<file path="src/rtl/tdc_pkg.sv">
// Shared TDC definitions: sequencer state encoding, default coarse width and
// the timeout-counter width helper.
package tdc_pkg;

  localparam int C_DIG_DEFAULT = 10;

  typedef enum logic [2:0] {
    IDLE    = 3'd0,
    CLEAR   = 3'd1,
    ARMED   = 3'd2,
    RUN     = 3'd3,
    STORE   = 3'd4,
    CAPTURE = 3'd5,
    DONE    = 3'd6
  } ctrlStateT;

  // Bits needed to count 0 .. cyc-1; never narrower than one bit.
  function automatic int tmoCntWidth(input int cyc);
    return (cyc > 2) ? $clog2(cyc) : 1;
  endfunction

endpackage

</file>
<file path="src/rtl/tdc_timeout_cnt.sv">
// Cycle counter with synchronous clear and enable; pulses oTc on the enabled
// cycle where the count reaches TIMEOUT_CYC-1.
module tdc_timeout_cnt
  import tdc_pkg::*;
#(
  parameter int TIMEOUT_CYC = 2000
) (
  input  logic clk,
  input  logic iRst_n,
  input  logic iClear,
  input  logic iEnable,
  output logic oTc
);

  localparam int CW = tmoCntWidth(TIMEOUT_CYC);
  localparam logic [CW-1:0] TC_VAL = CW'(TIMEOUT_CYC - 1);

  logic [CW-1:0] cnt;

  // NOTE: sequential state uses non-blocking (<=) so every flop samples the
  // pre-edge value of its neighbours, independent of statement order.
  always_ff @(posedge clk or negedge iRst_n) begin
    if (!iRst_n) begin
      cnt <= '0;
    end else if (iClear) begin
      cnt <= '0;
    end else if (iEnable) begin
      cnt <= cnt + CW'(1);
    end
  end

  assign oTc = iEnable && (cnt == TC_VAL);

endmodule

</file>
<file path="src/rtl/coarse_ctrl.sv">
// Coarse-counter measurement sequencer: clear, run between start and stop
// hits (or until timeout), hold, capture, then hand off via valid/ready.
module coarse_ctrl
  import tdc_pkg::*;
#(
  parameter int C_DIG       = C_DIG_DEFAULT,
  parameter int TIMEOUT_CYC = 2000
) (
  input  logic           clk,
  input  logic           iRst_n,
  input  logic           iArm,
  input  logic           iStart,
  input  logic           iStop,
  input  logic           iAbort,
  input  logic [C_DIG:0] iCoarse,
  input  logic           iReady,
  output logic           oCntRst,
  output logic           oCntCE,
  output logic           oCntStore,
  output logic [C_DIG:0] oResult,
  output logic           oTimeout,
  output logic           oValid,
  output logic           oBusy
);

  ctrlStateT state, nextState;
  logic      abortHit;
  logic      abortRst;
  logic      tmoFlag;
  logic      tmoTc;

  assign abortHit = iAbort && (state != IDLE);

  tdc_timeout_cnt #(
    .TIMEOUT_CYC(TIMEOUT_CYC)
  ) uTimeout (
    .clk     (clk),
    .iRst_n  (iRst_n),
    .iClear  (abortHit || (state != RUN)),
    .iEnable (state == RUN),
    .oTc     (tmoTc)
  );

  always_ff @(posedge clk or negedge iRst_n) begin
    if (!iRst_n) begin
      state <= IDLE;
    end else begin
      state <= nextState;
    end
  end

  // NOTE: nextState is defaulted before the case so every path assigns it and
  // no latch is inferred.
  always_comb begin
    nextState = state;
    unique case (state)
      IDLE:    if (iArm) nextState = CLEAR;
      CLEAR:   nextState = ARMED;
      ARMED:   if (iStart) nextState = RUN;
      RUN:     if (iStop || tmoTc) nextState = STORE;
      STORE:   nextState = CAPTURE;
      CAPTURE: nextState = DONE;
      DONE:    if (oValid && iReady) nextState = IDLE;
      default: nextState = IDLE;
    endcase
    if (abortHit) nextState = IDLE;
  end

  // Counter controls decode from registered state only; the abort reset pulse
  // is itself a flop so no input reaches these pins combinationally.
  assign oCntRst   = (state == CLEAR) || abortRst;
  assign oCntCE    = (state == RUN);
  assign oCntStore = (state == STORE);
  assign oBusy     = (state != IDLE);

  always_ff @(posedge clk or negedge iRst_n) begin
    if (!iRst_n) begin
      abortRst <= 1'b0;
      tmoFlag  <= 1'b0;
      oResult  <= '0;
      oTimeout <= 1'b0;
      oValid   <= 1'b0;
    end else begin
      abortRst <= abortHit;
      if (abortHit) begin
        oValid <= 1'b0;
      end else begin
        unique case (state)
          RUN: begin
            // Stop beats a coincident timeout.
            if (iStop)      tmoFlag <= 1'b0;
            else if (tmoTc) tmoFlag <= 1'b1;
          end
          CAPTURE: begin
            oResult  <= iCoarse;
            oTimeout <= tmoFlag;
            oValid   <= 1'b1;
          end
          DONE: begin
            if (oValid && iReady) oValid <= 1'b0;
          end
          default: ;
        endcase
      end
    end
  end

endmodule

</file>
<file path="config.mk">
export PLATFORM = sky130hd
export DESIGN_NAME = coarse_ctrl
export DESIGN_NICKNAME = d
export VERILOG_FILES = /design/src/rtl/tdc_pkg.sv /design/src/rtl/tdc_timeout_cnt.sv /design/src/rtl/coarse_ctrl.sv
export SDC_FILE = /design/constraint.sdc
export NUM_CORES = 1
export LEC_CHECK = 0
export CORE_MARGIN = 2
export CORE_UTILIZATION = 51
export CTS_CLUSTER_SIZE = 25
export DETAILED_ROUTE_END_ITERATION = 7
export GPL_ROUTABILITY_DRIVEN = 0
export PLACE_DENSITY = 0.81
export SKIP_CTS_REPAIR_TIMING = 1
export SLEW_MARGIN = 5
export SYNTH_ARGS = -nofsm -noshare
export SYNTH_HDL_FRONTEND = slang
export SYNTH_SLANG_ARGS = --single-unit
</file>
<file path="constraint.sdc">
create_clock -name clk -period 3.41 [get_ports clk]
set_input_delay 0.341 -clock clk [delete_from_list [all_inputs] [get_ports clk]]
set_output_delay 0.341 -clock clk [all_outputs]
set_load 0.005 [all_outputs]
</file>
==> impl_metrics.tcl <==
set metrics [dict create \
    status "complete, no violations" \
    fin_crit_sh 0.610 \
    path_cells "nor3b_1, or2_2, clkdlybuf4s50_1" \
    hpwlAfterDp_um 2020 \
    setup_viol 0 \
    core-area_mm2 0.00250 \
    clk_path_buf_depth 2 \
    ff_latch_area_um2 726 \
    clk_pin_slew_ns 0.09 \
    slowest_delay_ns 0.51 \
    vias 1060 \
    clock-root-buffer "clkbuf_4" \
    clock_latency_ns 0.32 \
    cp-start-kind "flop" \
    diodes 0 \
    relSlewSlack 0.732 \
    worst-path-max-fanout 13 \
    overflow 0 \
    tightestPinTransition_ns 0.400 \
    first_global_vias 1093 \
    ys_seq_area_frac 0.532 \
    die_h_um 55.7 \
    crit_arrival_ns 1.74 \
    power.density_mw_per_mm2 550 \
    clock_skew_ns 0.00869 \
    stdcell_area_mm2 0.00178 \
    io_buffer_count 34 \
    slowest_stage "dfrtp_1" \
    leakage_nw 0.760 \
    fp-row-count 18 \
    drv_cap 0 \
    start_util 0.546 \
    final_antenna_net_count 0 \
    cts_tree "done" \
    cts_max_level 2 \
    critPathCaptureType "output pin" \
    max_freq_mhz 481 \
    wl_per_cell_um 15.4 \
    io_pins 35 \
    yosys_warnings 0 \
    via_per_inst 5.82 \
    grt_pass1_wl_um 4840 \
    grtUsageTotal 0.204 \
    drc 0 \
    wl_um 2810 \
    critical_path_class "flop to output pin" \
    clock_sinks 29 \
    reg2regPathDepth 3 \
    syn_area_mm2 0.00137 \
    min_period_ns 2.08 \
    crit_required_ns 3.07 \
    post-route-util 0.710 \
    final_layout_size_suffix_gt1_frac 0.0855 \
    syn_nets 135 \
    multi_input_area_um2 594 \
    rsz0062_at_grt "no" \
    drt_iter0_drc 14 \
    grt_max_degree 30 \
    numCtsBuffers 5 \
    syn_inst 116 \
    finalSetupTns_ns 0 \
    nets 171 \
    die_width_um 55.7 \
    drt_first_pass_iters 4 \
    report.final.slew_viol_count 0 \
    ys_ff_latch 29 \
    syn_avg_cell_area_um2 11.8 \
    die-area_mm2 0.00311 \
    ir_drop_uv 495 \
    final-hold-violation-count 0 \
    hold_ws_ns 0.393 \
    hp-class "input pin to asynchronous set/reset pin" \
    syn_to_final_growth_pct 30.1 \
    place_area_mm2 0.00172 \
    netlist-cell-type-count 40 \
    power.total_mw 0.977 \
    fill_cells 194 \
    antenna_found_initial 0 \
]
-- per-layer routing --
layer | part of all wire | track usage
met1 | 0.40 | 0.223
met2 | 0.51 | 0.350
met3 | 0.083 | 0.0884
met4 | 0.0093 | 0.0732
met5 | 0 | 0
-- layout make-up --
class | instances | area share
inverters | 4 | 0.00846
clock buffers | 7 | 0.0310
flip-flops and latches | 29 | 0.409
well taps | 30 | 0.0211
multi-input cells | 77 | 0.335
repair buffers | 35 | 0.196
-- stage by stage --
step,setup WS (ns),std cells
5_1_grt,1.26,182
2_1_floorplan,1.98,116
6_report,1.33,182
3_3_place_gp,1.44,175
4_1_cts,1.32,182
3_5_place_dp,1.37,175
-- cells by family after synthesis --
| logic type | Yosys count | synth area share |
|---|---|---|
| flip-flops | 29 | 0.532 |
| buffers and inverters | 10 | 0.0330 |
| AO/OA/AOI/OAI | 21 | 0.108 |
| adder cells (fa/ha/maj) | 1 | 0.00916 |
| XOR/XNOR | 3 | 0.0193 |
| multiplexers | 14 | 0.114 |
| AND/OR/NAND/NOR | 38 | 0.185 |
-- Yosys cell counts, drive strengths merged --
cell type / instances / share of area
dfrtp: 29 / 0.53
a31oi: 1 / 0.0046
nand2: 6 / 0.016
o31ai: 3 / 0.016
or3b: 1 / 0.0064
a32o: 1 / 0.0073
inv: 4 / 0.011
a311o: 1 / 0.0073
nand4: 1 / 0.0046
o21a: 1 / 0.0055
xor2: 2 / 0.013
a21o: 2 / 0.011
nor4: 3 / 0.014
a21oi: 5 / 0.018
nand3: 4 / 0.024
clkbuf: 2 / 0.0055
mux2: 12 / 0.099
and4bb: 2 / 0.018
nand4bb: 1 / 0.0082
and2: 2 / 0.0092
a2bb2oi: 1 / 0.0064
ha: 1 / 0.0092
nor2: 4 / 0.011
o22ai: 1 / 0.0046
nand2b: 2 / 0.0092
xnor2: 1 / 0.0064
o311ai: 1 / 0.012
nor3b: 2 / 0.011
buf: 4 / 0.016
and3b: 3 / 0.019
o21ai: 4 / 0.015
or3: 3 / 0.014
or2: 1 / 0.0046
nor2b: 1 / 0.0046
mux2i: 2 / 0.015
or4: 2 / 0.011
-- sequential cells by signal, summed over array words and instances, names as in the netlist --
signal	count
oResult	11
uTimeout.cnt	11
state	3
abortRst	1
oTimeout	1
oValid	1
tmoFlag	1
-- cell usage in the layout (no fill, tap or decap), drive strengths merged, types with 2 or more instances in the layout --
cell type	netlist	routed
nand2b	2	2
xor2	2	2
nand3	4	4
o21ai	4	4
a21oi	5	5
mux2	12	12
and4bb	2	2
nor3b	2	2
or4	2	2
and3b	3	3
clkbuf	2	7
inv	4	4
mux2i	2	2
and2	2	2
or3	3	3
nand2	6	6
a21o	2	2
nor2	4	4
clkdlybuf4s50	0	34
o31ai	3	3
dfrtp	29	29
nor4	3	3
-- critical path, delay by kind of cell (launching register included) --
family	cells	cell delay (ns)
simple gates	2	0.48
buf+inv	1	0.44
flops	1	0.51
-- where the power goes --
part | internal, mW | switching (mW)
logic | 0.200 | 0.0928
registers | 0.407 | 0.0686
clock network | 0.0972 | 0.113
total | 0.703 | 0.274
-- path summary, 6_finish.rpt --
kind | slack (ns) | start | endpoint
worst min register to register | 0.49 | oResult[1] | oResult[1]
worst max register to register | 1.77 | state[1] | tmoFlag
max in group asynchronous | 2.74 | iRst_n | oResult[0]
worst max-delay path | 1.33 | state[0] | oCntRst
worst min-delay path | 0.39 | iRst_n | oResult[2]
min in group clk | 0.49 | oResult[1] | oResult[1]
Note: power is estimated with default switching activity, not from simulation.
